[config.mk]
export PLATFORM = sky130hd
export DESIGN_NAME = memory_arbiter
export DESIGN_NICKNAME = d
export VERILOG_FILES = /design/src/rtl/memory_arbiter.sv
export SDC_FILE = /design/constraint.sdc
export NUM_CORES = 1
export LEC_CHECK = 0
export CORE_ASPECT_RATIO = 0.75
export CORE_MARGIN = 1.5
export CORE_UTILIZATION = 48
export CTS_CLUSTER_DIAMETER = 50
export CTS_CLUSTER_SIZE = 12
export DETAILED_ROUTE_END_ITERATION = 8
export PLACE_DENSITY = 0.93
export SYNTH_ARGS = -nofsm -noshare
export SYNTH_HDL_FRONTEND = slang
export SYNTH_SLANG_ARGS = --single-unit
[constraint.sdc]
create_clock -name CLK -period 5.8 [get_ports CLK]
set_input_delay 0.58 -clock CLK [delete_from_list [all_inputs] [get_ports CLK]]
set_output_delay 0.58 -clock CLK [all_outputs]
set_load 0.02 [all_outputs]
[src/rtl/memory_arbiter.sv]
// Single-ported RAM arbiter for the instruction and data request lines of a single-cycle datapath.
// One access is outstanding at a time and data requests win. Hits are registered pulses. Error flags and counters are kept here too.
module memory_arbiter #(
  parameter int unsigned TIMEOUT = 255
) (
  input  logic        CLK,
  input  logic        nRST,
  input  logic        imemREN,
  input  logic [31:0] imemaddr,
  input  logic        dmemREN,
  input  logic        dmemWEN,
  input  logic [31:0] dmemaddr,
  input  logic [31:0] dmemstore,
  input  logic        halt,
  output logic        ihit,
  output logic [31:0] imemload,
  output logic        dhit,
  output logic [31:0] dmemload,
  output logic        ramREN,
  output logic        ramWEN,
  output logic [31:0] ramaddr,
  output logic [31:0] ramstore,
  input  logic [31:0] ramload,
  input  logic [1:0]  ramstate,
  output logic        timeout_err,
  output logic        ram_err,
  output logic [31:0] icount,
  output logic [31:0] dcount
);

  // state | meaning
  // IDLE  | sample requests, data before fetch
  // IWAIT | fetch strobed on RAM, waiting for ACCESS
  // DWAIT | load/store strobed on RAM, waiting for ACCESS
  // IDONE | ihit pulse
  // DDONE | dhit pulse
  typedef enum logic [2:0] {IDLE, IWAIT, DWAIT, IDONE, DDONE} state_t;

  localparam logic [1:0] RS_ACCESS = 2'd2;
  localparam logic [1:0] RS_ERROR  = 2'd3;
  localparam logic [7:0] WAIT_LAST = 8'(TIMEOUT - 1);

  state_t      state_q, state_d;
  logic [31:0] addr_q, addr_d;
  logic [31:0] store_q, store_d;
  logic        wr_q, wr_d;
  logic [7:0]  wcnt_q, wcnt_d;
  logic [31:0] iload_q, iload_d;
  logic [31:0] dload_q, dload_d;
  logic [31:0] icnt_q, icnt_d;
  logic [31:0] dcnt_q, dcnt_d;
  logic        terr_q, terr_d;
  logic        rerr_q, rerr_d;

  always_ff @(posedge CLK or negedge nRST) begin
    if (!nRST) begin
      state_q <= IDLE;
      addr_q  <= '0;
      store_q <= '0;
      wr_q    <= 1'b0;
      wcnt_q  <= '0;
      iload_q <= '0;
      dload_q <= '0;
      icnt_q  <= '0;
      dcnt_q  <= '0;
      terr_q  <= 1'b0;
      rerr_q  <= 1'b0;
    end else begin
      state_q <= state_d;
      addr_q  <= addr_d;
      store_q <= store_d;
      wr_q    <= wr_d;
      wcnt_q  <= wcnt_d;
      iload_q <= iload_d;
      dload_q <= dload_d;
      icnt_q  <= icnt_d;
      dcnt_q  <= dcnt_d;
      terr_q  <= terr_d;
      rerr_q  <= rerr_d;
    end
  end

  always_comb begin
    state_d = state_q;
    addr_d  = addr_q;
    store_d = store_q;
    wr_d    = wr_q;
    wcnt_d  = wcnt_q;
    iload_d = iload_q;
    dload_d = dload_q;
    icnt_d  = icnt_q;
    dcnt_d  = dcnt_q;
    terr_d  = terr_q;
    rerr_d  = rerr_q;
    case (state_q)
      IDLE: begin
        if (dmemREN || dmemWEN) begin
          state_d = DWAIT;
          addr_d  = dmemaddr;
          store_d = dmemstore;
          wr_d    = dmemWEN;
          wcnt_d  = '0;
        end else if (imemREN && !halt) begin
          state_d = IWAIT;
          addr_d  = imemaddr;
          store_d = dmemstore;
          wr_d    = 1'b0;
          wcnt_d  = '0;
        end
      end
      IWAIT, DWAIT: begin
        if (ramstate == RS_ACCESS) begin
          // Counters advance on the same edge as the capture so they are current during the hit.
          if (state_q == IWAIT) begin
            state_d = IDONE;
            iload_d = ramload;
            icnt_d  = (icnt_q == '1) ? icnt_q : icnt_q + 32'd1;
          end else begin
            state_d = DDONE;
            if (!wr_q) dload_d = ramload;
            dcnt_d  = (dcnt_q == '1) ? dcnt_q : dcnt_q + 32'd1;
          end
        end else if (ramstate == RS_ERROR) begin
          rerr_d  = 1'b1;
          state_d = IDLE;
        end else if (wcnt_q == WAIT_LAST) begin
          terr_d  = 1'b1;
          state_d = IDLE;
        end else begin
          wcnt_d = wcnt_q + 8'd1;
        end
      end
      IDONE, DDONE: state_d = IDLE;
      default:      state_d = IDLE;
    endcase
  end

  assign ramREN      = (state_q == IWAIT) || ((state_q == DWAIT) && !wr_q);
  assign ramWEN      = (state_q == DWAIT) && wr_q;
  assign ramaddr     = addr_q;
  assign ramstore    = store_q;
  assign ihit        = (state_q == IDONE);
  assign dhit        = (state_q == DDONE);
  assign imemload    = iload_q;
  assign dmemload    = dload_q;
  assign icount      = icnt_q;
  assign dcount      = dcnt_q;
  assign timeout_err = terr_q;
  assign ram_err     = rerr_q;

endmodule
==> out/qor.csv <==
metric;value;unit
final_cell_mix;332 x clkdlybuf4s50_1, 206 x dfrtp_1, 154 x nand2_1, 63 x mux2_2, 44 x xnor2_1;
ys_types;52;
cts_tree;yes;
drive_gt1_frac;0.0939;
p_total;5.97;mW
yosys_warnings;0;
drc;0;
grt_overflow_total;0;
final_net_count;1245;
core-area;17800;um^2
multi_input_area;3550;um^2
finalSetupViolations;0;
portBuffers;333;
die_y;120;um
vias;7338;
skew;8.18;ps
area_growth;46.8;%
postCtsSetupBuffers;0;
cpPeakStageDelay;850;ps
avgSynthCellArea;11.4;um^2
rows;42;
hold_violations;0;
cts_max_level;1;
clk_latency;490;ps
first_pass_iters;5;
path_buf_inv;2;
start_kind;input port;
n_fill_cell;1175;
timing.final.crit_share;0.499;
clkTransAtPathRegs;60;ps
postSynthCellCount;774;
synth_area;8830;um^2
hold_class;input port to async pin;
routed_wl;26500;um
p_per_area;461;nW/um^2
cp_slowest_cell;a21o_4;
dp_hpwl;19200;um
peakVddDrop;0.388;mV
tns;0;ps
slew_headroom;0.307;
drv_slew;0;
gp_congestion;0.896;
ys_seq_elements;206;
critPathKind;input port to flop;
min_period;2900;ps
rr_worst_depth;6;
cts_buffer_depth;3;
worstPathArrival;3290;ps
grt_pass1_wl;41400;um
hold_buffers;0;
cts_buffers;21;
initial_core_util;0.496;
cp_max_fo;98;
dieArea;19200;um^2
clockRootBuffer;clkbuf_16;
final_common_cell;clkdlybuf4s50_1;
drt_iter0_markers;485;
die_x;160;um
seqCellArea;5150;um^2
maxCapViolCount;0;
grt_usage;0.276;
cts-resized-gates;0;
final_antenna_net_count;0;
max_freq;0.345;GHz
antenna_found_initial;0;
grt_pass1_vias;7483;
power.leakage;5.56;nW
syn-num-nets;914;
cp.required;6190;ps
cp.depth;7;
crit_chain;clkdlybuf4s50_1 > nor2_4 > buf_4 > a21o_4 > o31a_1 > o21ai_0 > o31ai_1;
rsz0062_at_grt;no;
io_pins;334;
status;complete, no violations;
crit_path_end_kind;flop;
clock_sinks;206;
crit_family;compound AO/OA/AOI/OAI gates;
grt_max_degree;99;
ys_seq_area_frac;0.584;
worstMarginPinSlew;1040;ps
avgViaCountPerCell;5.44;
routedWlPerCell;19.7;um
antennaDiodeCount;0;
[cells in the mapped netlist (all sizes together)]
cell type,number,area share
o41ai,1,0.00099
nor2b,3,0.0021
mux2,68,0.087
a211oi,1,0.0014
a31oi,3,0.0028
xnor2,44,0.044
mux2i,32,0.036
o32a,2,0.0023
or3b,1,0.00099
o21bai,1,0.00085
clkbuf,25,0.011
o31a,1,0.00099
nor4b,2,0.0020
xor2,15,0.015
nor3,14,0.0079
a2111oi,1,0.0031
nand4,27,0.019
nand3,31,0.018
or4,2,0.0021
a21o,3,0.0026
nand3b,2,0.0017
inv,7,0.0030
a21oi,1,0.00057
ha,4,0.0057
buf,6,0.0031
and3b,1,0.0011
and2,5,0.0035
nand2b,3,0.0021
o21ai,42,0.024
o31ai,4,0.0034
and4,7,0.0069
o21a,2,0.0017
or3,3,0.0021
or2,1,0.00071
nor4,8,0.0064
or2b,1,0.00085
o211ai,1,0.00085
nand4bb,1,0.0013
nand2,154,0.065
nor2,19,0.0081
dfrtp,206,0.58
and3,13,0.0092
nor3b,4,0.0034
nand4b,1,0.00099
a41oi,1,0.00099
[worst register-to-register path: cells and delay by family, from the launching register on]
kind,cells,cell delay (ps)
xor gates and xnor gates,1,160
AOI/OAI and AO/OA,1,200
DFF,1,470
buffers and inverters,1,370
and+or+nand+nor,3,1340
[stage by stage]
stage | hold slack, ps | util | instances | cell area, um^2 | worst slack, ps
finish | 163 | 0.728 | 1349 | 13000 | 2900
global route | 230 | 0.728 | 1349 | 13000 | 2680
detailed placement | 456 | 0.697 | 1324 | 12400 | 2380
floorplan | 284 | - | 774 | 8830 | 3650
CTS | 191 | 0.728 | 1349 | 13000 | 2900
global placement | 452 | 0.697 | 1324 | 12400 | 2510
[per-layer routing]
| metal | global-route usage | wire (um) | vias to the layer above |
|---|---|---|---|
| met1 | 0.347 | 10400 | 3607 |
| met4 | 0.0855 | 905 | 0 |
| met3 | 0.0720 | 2260 | 50 |
| li1 | - | - | 3337 |
| met2 | 0.472 | 12900 | 344 |
| met5 | 0 | 0 | - |
[final timing paths]
kind | start | endpoint | slack, ps
max reg2reg | state_q[0] | icount[12] | 3150
min | nRST | icount[18] | 160
max in group asynchronous | nRST | ramstore[27] | 4370
min in group CLK | imemload[21] | imemload[21] | 470
min reg2reg | imemload[21] | imemload[21] | 470
max | dmemWEN | wcnt_q[7] | 2900
[cell type report]
class	count	area share
clock buffers	22	0.0408
clock inverters	3	0.00174
inverters	7	0.00203
multi-input cells	530	0.274
flip-flops and latches	206	0.398
well taps	242	0.0234
repair buffers	339	0.261
[state kept, by name, summed over array words and instances, names as in the netlist, 3 cells and up]
register	count
icount	32
wcnt_q	8
dcount	32
ramstore	32
dmemload	32
ramaddr	32
state_q	3
imemload	32
[power breakdown]
group | leakage (nW) | switching (mW) | internal (mW)
Clock | 0.273 | 0.526 | 0.646
Sequential | 2.62 | 0.294 | 1.91
Combinational | 2.67 | 1.34 | 1.25
[cells by family (layout without fill, tap and decap cells)]
group,Yosys count,count (layout),synth area share
adder cells (fa/ha/maj),4,4,0.00567
flip-flops,206,206,0.584
multiplexers,100,100,0.123
XOR/XNOR,59,59,0.0585
buffers and inverters,38,371,0.0167
AO/OA/AOI/OAI,64,64,0.0463
AND/OR/NAND/NOR,303,303,0.166
Note: power is estimated with default switching activity, not from simulation.
